`src/rtl/fifo_ctrl_pkg.sv`:
```
// Shared definitions for the 8-entry FIFO control path: state codes, sizes, request decode.
// Imported by the next-state logic and the control register stage.
package fifo_ctrl_pkg;

  localparam int DEPTH = 8;
  localparam int AW    = 3;
  localparam int CW    = 4;

  typedef enum logic [2:0] {
    ST_INIT     = 3'b000,
    ST_NO_OP    = 3'b001,
    ST_WRITE    = 3'b010,
    ST_WR_ERROR = 3'b011,
    ST_READ     = 3'b100,
    ST_RD_ERROR = 3'b101
  } state_e;

  typedef enum logic [1:0] {
    REQ_NONE = 2'b00,
    REQ_WR   = 2'b01,
    REQ_RD   = 2'b10,
    REQ_BOTH = 2'b11
  } req_e;

  function automatic req_e decode_req(input logic wr, input logic rd);
    return req_e'({rd, wr});
  endfunction

endpackage

```
`src/rtl/fifo_ctrl_ns.sv`:
```
// Combinational next-state, next-count and next-pointer logic for the FIFO control stage.
// Depends only on the requests and the current count/pointers, never on the current state.
module fifo_ns
  import fifo_ctrl_pkg::*;
#(
  parameter int DEPTH = fifo_ctrl_pkg::DEPTH,
  parameter int AW    = fifo_ctrl_pkg::AW,
  parameter int CW    = fifo_ctrl_pkg::CW
) (
  input  logic          wr_en_i,
  input  logic          rd_en_i,
  input  logic [CW-1:0] count_i,
  input  logic [AW-1:0] wr_addr_i,
  input  logic [AW-1:0] rd_addr_i,
  output state_e        state_d_o,
  output logic [CW-1:0] count_d_o,
  output logic [AW-1:0] wr_addr_d_o,
  output logic [AW-1:0] rd_addr_d_o,
  output logic          wr_ok_o,
  output logic          rd_ok_o
);

  logic full;
  logic empty;

  assign full  = (count_i == CW'(DEPTH));
  assign empty = (count_i == '0);

  always_comb begin
    state_d_o   = ST_NO_OP;
    count_d_o   = count_i;
    wr_addr_d_o = wr_addr_i;
    rd_addr_d_o = rd_addr_i;
    wr_ok_o     = 1'b0;
    rd_ok_o     = 1'b0;
    case (decode_req(wr_en_i, rd_en_i))
      REQ_WR: begin
        if (!full) begin
          state_d_o   = ST_WRITE;
          count_d_o   = count_i + CW'(1);
          wr_addr_d_o = wr_addr_i + AW'(1);
          wr_ok_o     = 1'b1;
        end else begin
          state_d_o = ST_WR_ERROR;
        end
      end
      REQ_RD: begin
        if (!empty) begin
          state_d_o   = ST_READ;
          count_d_o   = count_i - CW'(1);
          rd_addr_d_o = rd_addr_i + AW'(1);
          rd_ok_o     = 1'b1;
        end else begin
          state_d_o = ST_RD_ERROR;
        end
      end
      // Simultaneous requests are dropped on purpose; idle falls through too.
      default: state_d_o = ST_NO_OP;
    endcase
  end

endmodule

```
`src/rtl/fifo_ctrl.sv`:
```
// FIFO control stage: holds state, occupancy and head/tail pointers; drives register-file strobes.
// Status updates at the request edge (1-cycle latency); strobes are combinational in the request cycle.
module fifo_ctrl
  import fifo_ctrl_pkg::*;
#(
  parameter int DEPTH = fifo_ctrl_pkg::DEPTH,
  parameter int AW    = fifo_ctrl_pkg::AW
) (
  input  logic          clk_i,
  input  logic          reset_n_i,
  input  logic          wr_en_i,
  input  logic          rd_en_i,
  output logic [2:0]    state_o,
  output logic [3:0]    data_count_o,
  output logic [AW-1:0] wr_addr_o,
  output logic [AW-1:0] rd_addr_o,
  output logic          we_o,
  output logic          re_o,
  output logic          wr_ack_o,
  output logic          wr_err_o,
  output logic          rd_ack_o,
  output logic          rd_err_o
);

  state_e        state_q,   state_d;
  logic [3:0]    count_q,   count_d;
  logic [AW-1:0] wr_addr_q, wr_addr_d;
  logic [AW-1:0] rd_addr_q, rd_addr_d;
  logic          wr_ok;
  logic          rd_ok;

  fifo_ns #(
    .DEPTH (DEPTH),
    .AW    (AW),
    .CW    (4)
  ) u_ns (
    .wr_en_i     (wr_en_i),
    .rd_en_i     (rd_en_i),
    .count_i     (count_q),
    .wr_addr_i   (wr_addr_q),
    .rd_addr_i   (rd_addr_q),
    .state_d_o   (state_d),
    .count_d_o   (count_d),
    .wr_addr_d_o (wr_addr_d),
    .rd_addr_d_o (rd_addr_d),
    .wr_ok_o     (wr_ok),
    .rd_ok_o     (rd_ok)
  );

  always_ff @(posedge clk_i) begin
    if (!reset_n_i) begin
      state_q   <= ST_INIT;
      count_q   <= '0;
      wr_addr_q <= '0;
      rd_addr_q <= '0;
    end else begin
      state_q   <= state_d;
      count_q   <= count_d;
      wr_addr_q <= wr_addr_d;
      rd_addr_q <= rd_addr_d;
    end
  end

  // Strobes are masked by reset so a request in the reset cycle never reaches the register file.
  assign we_o = wr_ok & reset_n_i;
  assign re_o = rd_ok & reset_n_i;

  assign state_o      = state_q;
  assign data_count_o = count_q;
  assign wr_addr_o    = wr_addr_q;
  assign rd_addr_o    = rd_addr_q;

  assign wr_ack_o = (state_q == ST_WRITE);
  assign wr_err_o = (state_q == ST_WR_ERROR);
  assign rd_ack_o = (state_q == ST_READ);
  assign rd_err_o = (state_q == ST_RD_ERROR);

endmodule

```
`config.mk`:
```
export PLATFORM = sky130hd
export DESIGN_NAME = fifo_ctrl
export DESIGN_NICKNAME = d
export VERILOG_FILES = /design/src/rtl/fifo_ctrl_pkg.sv /design/src/rtl/fifo_ctrl_ns.sv /design/src/rtl/fifo_ctrl.sv
export SDC_FILE = /design/constraint.sdc
export NUM_CORES = 1
export LEC_CHECK = 0
export ABC_CLOCK_PERIOD_IN_PS = 4600
export CAP_MARGIN = 40
export CORE_UTILIZATION = 55
export DETAILED_ROUTE_END_ITERATION = 7
export DONT_BUFFER_PORTS = 1
export PLACE_DENSITY_LB_ADDON = 0.05
export SLEW_MARGIN = 20
export SYNTH_ARGS = -nofsm -noshare
export SYNTH_HDL_FRONTEND = slang
export SYNTH_SLANG_ARGS = --single-unit
export TNS_END_PERCENT = 20
```
`constraint.sdc`:
```
create_clock -name clk_i -period 4.6 [get_ports clk_i]
set_clock_uncertainty 0.15 [all_clocks]
set_input_delay 0.69 -clock clk_i [delete_from_list [all_inputs] [get_ports clk_i]]
set_output_delay 0.69 -clock clk_i [all_outputs]
set_load 0.05 [all_outputs]
```
==> Word-level counts from Yosys, hierarchy flattened <==
Index checks and enable logic that the tools add are counted.
{ "op_classes": {"n_addsub": 4, "n_eq_ne": 9, "mux": 10, "bitwise": 4, "reduce_logical": 5} }
{ "op_table": {"columns": ["operator", "n"], "rows": [
  ["two-way mux 4 bit", 2],
  ["one-hot mux 4 bit (2 select lines)", 1],
  ["adder 3 x 1 -> 3 bit (second input constant)", 2],
  ["equality test 3 x 2 -> 1 bit (second input constant)", 2],
  ["equality test 3 bit (second input constant)", 2],
  ["two-way mux 1 bit", 6],
  ["one-hot mux 3 bit (2 select lines)", 1],
  ["adder 4 x 1 -> 4 bit (second input constant)", 1],
  ["equality test 4 bit (second input constant)", 1],
  ["zero test 4 bit", 1],
  ["!= test 2 bit (second input constant)", 2],
  ["AND reduction 2 bit", 2],
  ["subtractor 4 x 1 -> 4 bit (second input constant)", 1],
  ["AND reduction 3 bit", 1],
  ["AND 1 bit", 2],
  ["equality test 2 x 1 -> 1 bit (second input constant)", 1],
  ["equality test 2 bit (second input constant)", 1],
  ["NOT 1 bit", 2],
  ["nonzero test 2 bit", 1]
]} }
{ "totals": {"register_bits": 13, "input_bits": 4, "output_inout_bits": 19, "word_cells": 36} }

==> Longest topological paths before layout <==
Gate-level depths: netlist (run 1).
{ "logic_depth": {"word_depth": 4, "ltp_mapped": 9} }

==> Modules after synthesis <==
From an unflattened synthesis (run 1), not the netlist that was laid out.
{ "hier_totals": {"hier_cells": 88, "area_unflattened_um2": 834.6} }
{ "modules_own_cells": {"columns": ["module", "instances", "cells_each", "area_per_inst_um2"], "rows": [
  ["fifo_ns", 1, 55, 422.9],
  ["fifo_ctrl", 1, 33, 411.6]
]} }

==> Worst setup path after synthesis (run 1) <==
OpenSTA, ideal clock, no wires.
{ "synth_timing": {"path_kind": "register to output", "from": "register state_q[1], in the netlist state_o[1]", "to": "output wr_ack_o", "t_arrival_ps": 1875, "required_ps": 3760, "slack_ps": 1885, "stages_incl_launch_ff": 2, "n_path_buf": 0, "path_cell_list": "dfxtp_1 nor3b_1"} }
{ "synth_between": {"elab_chain_len": 1} }
{ "synth_lines": {"columns": ["element", "line", "rtl"], "rows": [
  ["start: declaration", "fifo_ctrl.sv:25", "state_e state_q, state_d;"],
  ["start signal: assignment", "fifo_ctrl.sv:57", "state_q <= state_d;"],
  ["equality test 3 x 2 -> 1 bit", "fifo_ctrl.sv:73", "assign wr_ack_o = (state_q == ST_WRITE);"],
  ["end: declaration", "fifo_ctrl.sv:19", "output logic wr_ack_o,"]
]} }
No other way between the ends.

==> Worst setup path in the final report (run 1) <==
{ "layout_timing": {"from": "register count_q[3], in the netlist data_count_o[3]", "to": "output we_o"} }
{ "layout_between": {"elab_chain_len": 4} }
{ "layout_lines": {"columns": ["element", "line", "rtl"], "rows": [
  ["start: declaration", "fifo_ctrl.sv:26", "logic [3:0] count_q, count_d;"],
  ["start signal: assignment", "fifo_ctrl.sv:58", "count_q <= count_d;"],
  ["equality test 4 bit", "fifo_ctrl_ns.sv:26", "assign full = (count_i == CW'(DEPTH));"],
  ["two-way mux 1 bit", "fifo_ctrl_ns.sv:38", "if (!full) begin"],
  ["two-way mux 1 bit", "fifo_ctrl_ns.sv:36", "case (decode_req(wr_en_i, rd_en_i))"],
  ["AND 1 bit", "fifo_ctrl.sv:65", "assign we_o = wr_ok & reset_n_i;"],
  ["end: declaration", "fifo_ctrl.sv:17", "output logic we_o,"]
]} }
No other way between the ends.

==> metrics.csv, run 1 <==
stage,metric,value,unit
clock_network,total CTS buffers,3,
timing,period utilisation layout,60.67,%
job,max-cap violations,0,
logic_synthesis,Synthesis Warnings,0,
final_layout,Ant. Diodes,0,
worst_setup_path,CP Class,flop to output pin,
timing,unrepaired setup endpoints after global routing,false,
final_layout,fillers,124,
final_layout,Multi-input gate area,481.7,sq um
clock_network,"Reg clk slew, reported paths",80,ps
final_layout,"Core Util, Final",61.35,%
timing,worst setup margin,1809,ps
floorplan,Ports,23,
placed_design,"worst slack, placed",1964,ps
worst_setup_path,CP Launch Type,flop,
logic_synthesis,share of synthesized registers carrying an async set or reset,0,%
clock_network,postcts setup bufs,0,
timing,fin. max-slew vios,0,
worst_setup_path,r2r endpoint,data_count_o[1],
timing,minimum clock period,2791,ps
placed_design,port bufs,0,
logic_synthesis,adder-cell area share of the yosys netlist,9.836,%
drt,WL per Instance,12.89,um
drt,routed vias/inst,5.729,
power,Logic pwr share,21.6,%
logic_synthesis,post-synthesis cell area,763.2,sq um
worst_setup_path,peak fanout along the critical path,7,
floorplan,Row Count,13,
global_routing,largest net degree at the start of global routing,15,
timing,hold_ws,374.4,ps
final_layout,Register Area,260.3,sq um
floorplan,CORE AREA,0.001301,sq mm
global_routing,gr usage total,17.86,%
global_routing,initial antenna violation count,0,
final_layout,Layout Area Growth over Synthesis,4.590,%
logic_synthesis,distinct cell type count after synthesis,33,
power,LEAKAGE,0.3356,nW
clock_network,hold-fix buffer count after cts,0,
clock_network,Root Driver,clkbuf_4,
logic_synthesis,Syn Inst Count,80,
clock_network,CTS Buffer Depth,2,
logic_synthesis,mux cell area share after synthesis,2.623,%
worst_setup_path,Worst Path Required,3760,ps
worst_hold_path,Hold Crit Depth,1,
worst_hold_path,WHS Endpoint,rd_addr_o[0],
power,Tot Pwr,322.9,uW
drt,Vias,550,
logic_synthesis,Post-Synth XOR/XNOR Area,8.033,%
floorplan,Die ar.,0.001541,sq mm
power,Pint,190.4,uW
clock_network,clock latency on the worst-skew pair,280,ps
logic_synthesis,Synth Net Count,90,
global_routing,gr ovfl total,0,
timing,Achievable Freq,358.3,MHz
placed_design,Routability Congestion,0.7344,
logic_synthesis,"Primary FF master, synth",dfxtp_1,
clock_network,CTS Sinks,13,
final_layout,Nets,92,
logic_synthesis,Simple-Gate Fraction of Synth Area,32.30,%
placed_design,Post-DP HPWL,897.8,um
drt,1st-pass router iterations,4,
final_layout,proportion of layout cells with a drive suffix above 1,17.28,%
power,Psw,132.5,uW
logic_synthesis,post-synthesis sequential area ratio,34.10,%
worst_setup_path,RR Startpoint,data_count_o[1],
floorplan,die height,39.25,um
power,Reg power frac,56.0,%
clock_network,CTS tree,done,
drt,drt drc,0,
worst_setup_path,WP data arrival,1950,ps
floorplan,die width,39.25,um
power,pwr/cell area,404.5,mW/mm^2
power,clock share of power,22.4,%
worst_hold_path,Hold Path Origin,reset_n_i,
clock_network,H-tree depth,1,
global_routing,first-pass GRT wire length,1.794,mm
logic_synthesis,syn_area_per_cell,9.540,sq um
status,status,"finished, final reports clean",
clock_network,CTS resizes,0,
drt,Routed Antenna Nets,0,
drt,Routed WL,1.237,mm
logic_synthesis,largest family of logic cells by synthesized area,simple AND/OR/NAND/NOR gates,
timing,Relative slew margins,44.19,%
power,switch share,41.04,%
worst_setup_path,R2R Setup Slk,2570,ps
timing,Final TNS setup,0,ps
timing,"Setup violations, final",0,
timing,"Hold Vio Cnt, Final",0,
power,Max IR drop VDD,229.9,uV
logic_synthesis,Seq cells post-synth,13,
logic_synthesis,area fraction in compound gates after synthesis,9.016,%
global_routing,vias in the first global route,407,
worst_setup_path,crit end category,output pin,
drt,Initial DRC Count,4,
timing,Worst Tran Pin Value,833.5,ps
floorplan,initial core utilization,58.65,%
worst_setup_path,worst reg2reg path depth,4,
worst_hold_path,worst hold-check path type,input pin to flop,
logic_synthesis,"EDFF count, synth",0,
routing by layer:
metal	vias to the layer above	part of all wire (%)	GRT usage, %
li1	279	-	-
met1	252	48	22.57
met2	17	43	25.00
met3	2	7.8	10.80
met4	0	0.73	5.172
met5	-	0	0
logic make-up after synthesis:
family / after synthesis
adder cells (fa/ha/maj): 6
buffers and inverters: 6
flip-flops: 13
XOR/XNOR: 7
AND/OR/NAND/NOR: 37
AO/OA/AOI/OAI: 9
multiplexers: 2
metrics by stage:
| stage | cells | area, sq um |
|---|---|---|
| 2_1_floorplan | 80 | 763.2 |
| 3_3_place_gp | 92 | 772.0 |
| 3_5_place_dp | 92 | 772.0 |
| 4_1_cts | 96 | 798.3 |
| 5_1_grt | 96 | 798.3 |
| 6_report | 96 | 798.3 |
power by group through the flow:
stage | Sequential [mW] | Combinational, mW | Clock [mW]
after floorplan | 0.175 | 0.0708 | 0
after global placement | 0.183 | 0.0701 | 0
after detailed placement | 0.184 | 0.0702 | 0
after CTS | 0.181 | 0.0706 | 0.0757
after global routing | 0.184 | 0.0785 | 0.0804
final | 0.181 | 0.0699 | 0.0722
cells in the mapped netlist, drive strengths merged (2+ instances only):
cell | instances | area share, %
xnor2 | 5 | 5.7
ha | 6 | 9.8
buf | 2 | 2.1
and2 | 9 | 7.4
nand2 | 8 | 4.6
nor3b | 2 | 2.0
mux2i | 2 | 2.6
nand3 | 5 | 4.6
a21oi | 3 | 2.0
dfxtp | 13 | 34
a21boi | 2 | 2.0
and3b | 2 | 2.3
inv | 3 | 1.5
xor2 | 2 | 2.3
cell type report:
class	instances	area share (%)
clock buffer	4	3.292
inverter	3	1.411
multi-input combinational	61	60.34
tap	15	2.351
sequential	13	32.60
critical path, stage by stage, from the launching register on:
cell	delay, ps
dfxtp_1	760
or4b_4	580
and2_1	330
placed cells by master, fill, tap and decap left out, drive strengths merged:
cell type   n
nand2b      1
xnor2       5
clkbuf      4
ha          6
or3b        1
and2        9
and3        1
xor2        2
or4         1
o21a        1
and2b       1
and3b       2
a21boi      2
nand3b      1
o221a       1
nor2        1
mux2i       2
dfxtp      13
nor2b       1
nor3b       2
or4b        1
nand2       8
inv         3
nor4        1
nor4b       1
a21oi       3
o21ai       1
a221oi      1
nand3       5
flip-flops by register name, indices dropped and copies added, names as in the netlist:
name and count:
wr_addr_o 3, rd_addr_o 3, data_count_o 4, state_o 3
worst max-delay path by stage:
stage	from	to	slack (ps)	cells past startpoint
floorplan	state_o[1]	wr_ack_o	1880	1
CTS	data_count_o[3]	we_o	1810	2
global placement	wr_en_i	re_o	1990	4
global route	data_count_o[3]	we_o	1750	2
detailed placement	wr_en_i	re_o	1960	4
finish	data_count_o[3]	we_o	1810	2
Note: power is estimated with default switching activity, not from simulation.
==> inputs of run 2 (changes only) <==
--- a/config.mk
+++ b/config.mk
@@ -5,9 +5,9 @@
 export SDC_FILE = /design/constraint.sdc
 export NUM_CORES = 1
 export LEC_CHECK = 0
-export ABC_CLOCK_PERIOD_IN_PS = 4600
+export ABC_CLOCK_PERIOD_IN_PS = 2500
 export CAP_MARGIN = 40
-export CORE_UTILIZATION = 55
+export CORE_UTILIZATION = 53
 export DETAILED_ROUTE_END_ITERATION = 7
 export DONT_BUFFER_PORTS = 1
 export PLACE_DENSITY_LB_ADDON = 0.05
==> constraint.sdc (replaced) <==
create_clock -name clk_i -period 2.5 [get_ports clk_i]
set_clock_uncertainty 0.15 [all_clocks]
set_input_delay 0.375 -clock clk_i [delete_from_list [all_inputs] [get_ports clk_i]]
set_output_delay 0.375 -clock clk_i [all_outputs]
set_load 0.05 [all_outputs]
==> run 2 against run 1 <==
  * Clock-buffer cell count stayed put
  * Cell area is 7.5% higher
  * First-iteration DRC count is 75% higher
  * Global-route usage is 2.9 points higher
  * Sequential power is 47% higher
  * Core utilization is 3.8 points higher
  * Non-clock buffer count is 8 higher
  * Combinational power grew to 3.1 times the previous value
  * Critical path depth stayed put
  * Critical endpoint unchanged
  * Largest power group unchanged
==> metrics.csv, run 2 (synthesis gave the netlist of run 1 again) <==
stage,metric,value,unit,change
status,status,"finished, final reports clean",,unchanged
timing,"Hold Vio Cnt, Final",0,,unchanged
worst_setup_path,Worst Path Required,1980,ps,was 3760 ps
final_layout,proportion of layout cells with a drive suffix above 1,24.72,%,was 17.28%
timing,Relative slew margins,60.58,%,was 44.19%
clock_network,CTS Buffer Depth,2,,unchanged
final_layout,Register Area,260.3,sq um,unchanged
global_routing,gr ovfl total,0,,unchanged
worst_setup_path,Critical-path top delay cell,or4b_4,,was dfxtp_1
final_layout,Multi-input gate area,481.7,sq um,unchanged
worst_setup_path,CP Launch Type,flop,,unchanged
global_routing,largest net degree at the start of global routing,15,,unchanged
timing,unrepaired setup endpoints after global routing,false,,unchanged
clock_network,H-tree depth,1,,unchanged
floorplan,initial core utilization,57.93,%,was 58.65%
global_routing,vias in the first global route,518,,was 407
timing,Achievable Freq,475.8,MHz,
timing,"Setup violations, final",0,,unchanged
clock_network,total CTS buffers,3,,unchanged
worst_hold_path,worst hold-check path type,input pin to flop,,unchanged
worst_setup_path,CP Class,flop to output pin,,unchanged
drt,drt drc,0,,unchanged
worst_setup_path,crit path cell chain,or4b_4 > and2_1,,unchanged
final_layout,fin area,858.3,sq um,was 798.3 sq um
timing,Final TNS setup,0,ps,unchanged
floorplan,Die ar.,0.001596,sq mm,was 0.001541 sq mm
drt,Routed WL,1.338,mm,was 1.237 mm
worst_hold_path,Hold Crit Depth,1,,unchanged
worst_hold_path,Hold Path Origin,reset_n_i,,unchanged
power,pwr/cell area,716.0,mW/mm^2,was 404.5 mW/mm^2
final_layout,fillers,119,,was 124
worst_setup_path,delay of the slowest critical-path stage,560,ps,was 760 ps
timing,Worst Tran Pin Value,590.5,ps,was 833.5 ps
drt,1st-pass router iterations,2,,was 4
timing,minimum clock period,2102,ps,
worst_setup_path,worst reg2reg path depth,5,,was 4
drt,WL per Instance,12.87,um,was 12.89 um
timing,fin. max-slew vios,0,,unchanged
clock_network,CTS resizes,0,,unchanged
global_routing,gr usage total,20.76,%,was 17.86%
placed_design,Routability Congestion,0.6631,,was 0.7344
worst_setup_path,CP Buf/Inv Count,0,,unchanged
worst_setup_path,R2R Setup Slk,650,ps,was 2570 ps
clock_network,postcts setup bufs,0,,unchanged
floorplan,die width,39.95,um,was 39.25 um
global_routing,first-pass GRT wire length,2.139,mm,was 1.794 mm
global_routing,initial antenna violation count,0,,unchanged
drt,Vias,582,,was 550
placed_design,Post-DP HPWL,994.4,um,was 897.8 um
worst_setup_path,WP data arrival,1580,ps,was 1950 ps
clock_network,hold-fix buffer count after cts,0,,unchanged
timing,period utilisation layout,84.08,%,
drt,Initial DRC Count,7,,was 4
worst_hold_path,WHS Endpoint,rd_addr_o[2],,was rd_addr_o[0]
worst_setup_path,crit end category,output pin,,unchanged
floorplan,Row Count,13,,unchanged
power,LEAKAGE,0.3778,nW,was 0.3356 nW
worst_setup_path,peak fanout along the critical path,10,,was 7
drt,Routed Antenna Nets,0,,unchanged
floorplan,Ports,23,,unchanged
final_layout,Ant. Diodes,0,,unchanged
floorplan,CORE AREA,0.001318,sq mm,was 0.001301 sq mm
worst_setup_path,r2r endpoint,data_count_o[0],,was data_count_o[1]
clock_network,CTS Sinks,13,,unchanged
floorplan,die height,39.95,um,was 39.25 um
final_layout,max FFs per register,4,,unchanged
power,Max IR drop VDD,383.3,uV,was 229.9 uV
final_layout,Layout Area Growth over Synthesis,12.46,%,was 4.590%
worst_setup_path,Top Family by Delay on Critical Path,simple AND/OR/NAND/NOR gates,,unchanged
final_layout,"most common cell after layout, fill and taps aside",dfxtp_1,,unchanged
final_layout,Nets,100,,was 92
clock_network,Root Driver,clkbuf_4,,unchanged
final_layout,"commonest cells after routing, fill and taps aside","dfxtp_1 (13), and2_1 (9), buf_4 (8)",,"was dfxtp_1 (13), and2_1 (9), nand2_1 (6), ha_1 (6), xnor2_1 (5)"
drt,routed vias/inst,5.596,,was 5.729
worst_setup_path,RR Startpoint,data_count_o[2],,was data_count_o[1]
job,max-cap violations,0,,unchanged
placed_design,port bufs,0,,unchanged
clock_network,"Reg clk slew, reported paths",80,ps,about the same
clock_network,CTS tree,done,,unchanged
clock_network,clock latency on the worst-skew pair,270,ps,was 280 ps
placed_design,Area after DPL,832.0,sq um,was 772.0 sq um
## run 2: area by class of cell
cell class              count  area share (%)
clock buffers               4           3.061
inverters                   3           1.312
multi-input cells          61           56.12
flip-flops and latches     13           30.32
well taps                  15           2.187
repair buffers              8           6.997
## run 2: worst reg2reg max path, cell delays in order, from the launching register on
cell      delay, ps
dfxtp_1         330
buf_4           200
nor4b_1         520
a221oi_2        210
xor2_1          170
and2_1          170
## run 2: layer usage
layer	up-vias	track usage (%)	wire length, um
li1	295	-	-
met1	263	22.07	586
met2	22	34.68	635
met3	2	7.222	100
met4	0	12.93	16
met5	-	0	0
## run 2: per-stage QoR
| step | hold WS, ps | power, mW | utilization [%] | setup WS, ps | std cells |
|---|---|---|---|---|---|
| 3_3_place_gp | 348.5 | 0.4880 | 63.15 | 499.3 | 100 |
| 3_5_place_dp | 352.0 | 0.4920 | 63.15 | 451.6 | 100 |
| 2_1_floorplan | 367.2 | 0.4523 | - | 99.96 | 80 |
| 5_1_grt | 53.65 | 0.6582 | 65.15 | 327.9 | 104 |
| 6_report | 70.25 | 0.6145 | 65.15 | 398.1 | 104 |
| 4_1_cts | 57.86 | 0.6256 | 65.15 | 382.6 | 104 |
## run 2: how the worst max path moves through the flow
stage | startpoint | endpoint | slack [ps] | depth (start not counted)
global route | data_count_o[1] | we_o | 330 | 2
global placement | wr_en_i | re_o | 500 | 4
floorplan | state_o[1] | wr_ack_o | 100 | 1
finish | data_count_o[1] | we_o | 400 | 2
CTS | data_count_o[1] | we_o | 380 | 2
detailed placement | wr_en_i | re_o | 450 | 4
## run 2: power breakdown
part	leakage (nW)	switching [mW]	internal, mW
logic	0.256	0.139	0.0810
clock network	0.0150	0.0669	0.0618
registers	0.106	0.0396	0.227
==> RTL change 1 (settings of run 2) <==
Register the outputs `wr_err_o` and `rd_err_o`; this adds one clock of latency there. The other outputs are not delayed to match.
--- a/src/rtl/fifo_ctrl.sv
+++ b/src/rtl/fifo_ctrl.sv
@@ -71,9 +71,11 @@
   assign rd_addr_o    = rd_addr_q;
 
   assign wr_ack_o = (state_q == ST_WRITE);
-  assign wr_err_o = (state_q == ST_WR_ERROR);
   assign rd_ack_o = (state_q == ST_READ);
-  assign rd_err_o = (state_q == ST_RD_ERROR);
+  always_ff @(posedge clk_i) begin
+    wr_err_o <= (state_q == ST_WR_ERROR);
+    rd_err_o <= (state_q == ST_RD_ERROR);
+  end
 
 endmodule
 
Formal check against the unedited RTL: not equivalent (Yosys sat finds a counterexample within 4 cycles, from zero or initial values and one cycle with reset_n_i low).
==> RTL change 1 against run 2 <==
Setup slack worse by 0.025 ns; die area is 5.6% higher; largest power group unchanged; total power grew 5.4%; sequential cell count grew 2; cell area rose by 5.2%; sequential power rose by 18%; critical path type unchanged; non-clock buffer count is the same; critical endpoint is now re_o; cell count rose by 0.96%; synthesized area up 5.9%; routed wire length is 3.0% lower.
==> RTL change 1: results (changes against run 2) <==
Util after Layout -> 0.6612 (+0.009700)
Routed met1 length -> 607 um (+3.6%)
synth top area cells -> dfxtp_1 (37%), ha_1 (9.3%), and2_1 (6.2%)
status -> complete, no violations
initial antenna violation count -> 0 (unchanged)
Cell variety after synth -> 34 (+3.0%)
post-synth net total -> 91 (+1.1%)
met2 global-route usage -> 0.2852 (-0.06162)
critical path's largest stage delay -> 0.58 ns (+0.02 ns)
metal2 WL -> 613 um (-3.5%)
GR Util met3 -> 0.04891 (-0.02331)
First DRT Iteration DRCs -> 9 (+2)
CP max stage cell -> or4_4
Syn. warnings -> 0 (unchanged)
Non-Filler Instances -> 105 (+0.96%)
post-synthesis mux area share -> 0.01238 (-0.01385)
Layout Nets -> 101 (+1.0%)
vias -> 595 (+2.2%)
clock root buffer -> clkbuf_4
vias in the first global route -> 482 (-6.9%)
grt met1 use -> 0.2305 (+0.009784)
Highest Signal Layer -> met4
largest net degree at the start of global routing -> 14 (-1)
Post-synth ARST share -> 0 (unchanged)
gpl congestion -> 0.7798 (+18%)
Adder-Cell Fraction of Synth Area -> 0.09288 (-0.005481)
crit path max fanout -> 9 (-1)
DP Area -> 877.1 um2 (+5.4%)
pre-CTS setup slack -> 0.4643 ns (+0.01268 ns)
Seq/Total Area, Yosys -> 0.3715 (+0.03053)
Mapped Cells -> 81 (+1.3%)
Clock Pin Slew Worst Setup and Hold Paths -> 0.09 ns
Initial DRT Pass Iterations -> 3 (+1)
met3 WL -> 63 um (-37%)
Detail Placement HPWL -> 997.2 um (+0.28%)
fraction of layout instances using a drive strength above 1 -> 0.2556 (+0.008365)
CTS resizes -> 0 (unchanged)
htree depth -> 1 (unchanged)
fraction of the mapped netlist area in compound gates -> 0.1006 (+0.01046)
Diodes inserted -> 0 (unchanged)
first-pass GRT wire length -> 1.987 mm (-7.1%)
post-synthesis xor/xnor area fraction -> 0.07585 (-0.004476)
WP data arrival -> 1.60 ns (+0.02 ns)
Worst slew margin -> 0.6145 (+0.008757)
maximum VDD drop -> 0.3551 mV (-7.3%)
DR WL/cell -> 12.36 um (-3.9%)
GRT Total Usage -> 0.1816 (-0.02600)
Synth top cells by count -> dfxtp_1 (15), and2_1 (8), ha_1 (6)
Fill cells -> 128 (+7.6%)
Leakage Power -> 0.3933 nW (+4.1%)
## RTL change 1: changes by cell type after synthesis, sizes merged
cell,change
nand2,-3
dfxtp,+2
a21oi,+1
and3,+1
mux2i,-1
nand2b,-1
o21a,+1
or2b,+1
## RTL change 1: report_power, final
| part | leakage [nW] | switching (mW) | internal, mW |
|---|---|---|---|
| registers | 0.123 | 0.0542 | 0.259 |
| logic | 0.256 | 0.123 | 0.0802 |
| clock network | 0.0150 | 0.0698 | 0.0616 |
## RTL change 1: layout make-up
cell class | instances | share of cell area
clock buffers | 4 | 0.02909
inverters | 3 | 0.01247
multi-input cells | 60 | 0.5388
flip-flops and latches | 15 | 0.3324
well taps | 15 | 0.02078
repair buffers | 8 | 0.06648
## RTL change 1: final timing paths
path	startpoint	to	slack [ns]	depth (start not counted)
worst max-delay path	data_count_o[1]	re_o	0.37	2
worst min-delay path	reset_n_i	data_count_o[2]	0.07	1
worst max register to register	data_count_o[2]	data_count_o[1]	0.67	5
worst min register to register	data_count_o[3]	data_count_o[3]	0.51	2
==> RTL change 2 (settings of run 2) <==
Made on the original files. `AW`: 3 -> 4.
--- a/src/rtl/fifo_ctrl_pkg.sv
+++ b/src/rtl/fifo_ctrl_pkg.sv
@@ -3,7 +3,7 @@
 package fifo_ctrl_pkg;
 
   localparam int DEPTH = 8;
-  localparam int AW    = 3;
+  localparam int AW    = 4;
   localparam int CW    = 4;
 
   typedef enum logic [2:0] {
Ports: changed (resized rd_addr_o and wr_addr_o); port bits go from 23 to 25. The function was not compared with the original's and may differ.
==> RTL change 2 against run 2 <==
Setup slack got worse by 0.016 ns; routed wire length rose by 3.7%; fmax fell by 0.74%; die area rose by 9.9%; non-clock buffer count rose by 1; synthesized cell count rose by 7.5%; sequential cell count rose by 2; cell area rose by 10%; critical path depth did not move; synthesized area rose by 10%; total power rose by 4.6%; largest cell class unchanged.
==> RTL change 2: results (changes against run 2) <==
First DRT Iteration DRCs -> 8 (+1)
placed cells -> 108 (+8.0%)
fraction of the mapped netlist area in compound gates -> 0.1024 (+0.01221)
Initial DRT Pass Iterations -> 6 (+4)
DP Area -> 920.9 um2 (+11%)
clock root buffer -> clkbuf_4
Internal -> 0.3981 mW (+7.7%)
GRT Total Usage -> 0.1839 (-0.02374)
Post-synth ARST share -> 0 (unchanged)
Fill cells -> 137 (+15%)
post-synthesis mux area share -> 0.02374 (-0.002491)
first-pass GRT wire length -> 2.428 mm (+14%)
Adder-Cell Fraction of Synth Area -> 0.08902 (-0.009340)
status -> complete, no violations
synth top area cells -> dfxtp_1 (36%), ha_1 (8.9%), xnor2_1 (7.3%)
fraction of layout instances using a drive strength above 1 -> 0.2188 (-0.02844)
vias in the first global route -> 547 (+5.6%)
routed wire length -> 1.387 mm (+3.7%)
Seq/Total Area, Yosys -> 0.3561 (+0.01510)
post-synth net total -> 96 (+6.7%)
Setup crit start -> data_count_o[1]
post-synthesis xor/xnor area fraction -> 0.09347 (+0.01314)
Syn. warnings -> 0 (unchanged)
Detail Placement HPWL -> 1.045 mm (+5.1%)
CP max stage cell -> or4b_4
largest net degree at the start of global routing -> 16 (+1)
maximum VDD drop -> 0.4759 mV (+24%)
critical path's largest stage delay -> 0.59 ns (+0.03 ns)
gpl congestion -> 0.8142 (+23%)
RR Startpoint -> data_count_o[0]
Least-Margin Pin Slew -> 0.5847 ns (-0.005829 ns)
WP data arrival -> 1.59 ns
syn_area_per_cell -> 9.806 um2 (+2.8%)
Synth top cells by count -> dfxtp_1 (15), and2_1 (8), xnor2_1 (7)
Non-Filler Instances -> 112 (+7.7%)
Leakage Power -> 0.4161 nW (+10%)
vias -> 619 (+6.4%)
pre-CTS setup slack -> 0.5488 ns (+0.09719 ns)
## RTL change 2: logic make-up (layout without fill, tap and decap cells)
| logic type | Yosys count | count (layout) |
|---|---|---|
| AOI/OAI and AO/OA | 11 | 11 |
| xor gates and xnor gates | 9 | 9 |
| adders and majority gates | 6 | 6 |
| buffers and inverters | 6 | 16 |
| DFF | 15 | 15 |
| muxes | 2 | 2 |
| and+or+nand+nor | 37 | 37 |
## RTL change 2: final timing paths
check             cells after the start  slack (ns)         endpoint
setup reg to reg                      5        0.74  data_count_o[2]
setup / recovery                      2        0.38             we_o
hold / removal                        1        0.06       state_o[0]
hold reg to reg                       2        0.52  data_count_o[3]
## RTL change 2: layout make-up
type	instances	area (um2)	share of cell area
multi-input combinational	65	521.8	0.5509
sequential	15	300.3	0.3170
timing repair buffer	9	67.56	0.07133
inverter	3	11.26	0.01189
tap	16	20.02	0.02114
clock buffer	4	26.28	0.02774
## RTL change 2: power by group through the flow
| stage | Clock [mW] | Sequential (mW) | Combinational (mW) |
|---|---|---|---|
| 2_1_floorplan | 0 | 0.355 | 0.123 |
| 3_3_place_gp | 0 | 0.305 | 0.208 |
| 3_5_place_dp | 0 | 0.306 | 0.210 |
| 4_1_cts | 0.142 | 0.301 | 0.211 |
| 5_1_grt | 0.152 | 0.304 | 0.225 |
| 6_report | 0.133 | 0.301 | 0.209 |
## RTL change 2: worst max-delay path: cells and delay by family, from the launching register on
kind             cells  cell delay, ns
flip-flops           1            0.42
AND/OR/NAND/NOR      2            0.88
## RTL change 2: metal layers
layer / vias to the layer above / GRT usage / routed length (um)
li1: 316 / - / -
met1: 283 / 0.2439 / 622
met2: 16 / 0.2594 / 645
met3: 4 / 0.03913 / 80
met4: 0 / 0.1355 / 40
met5: - / 0 / 0
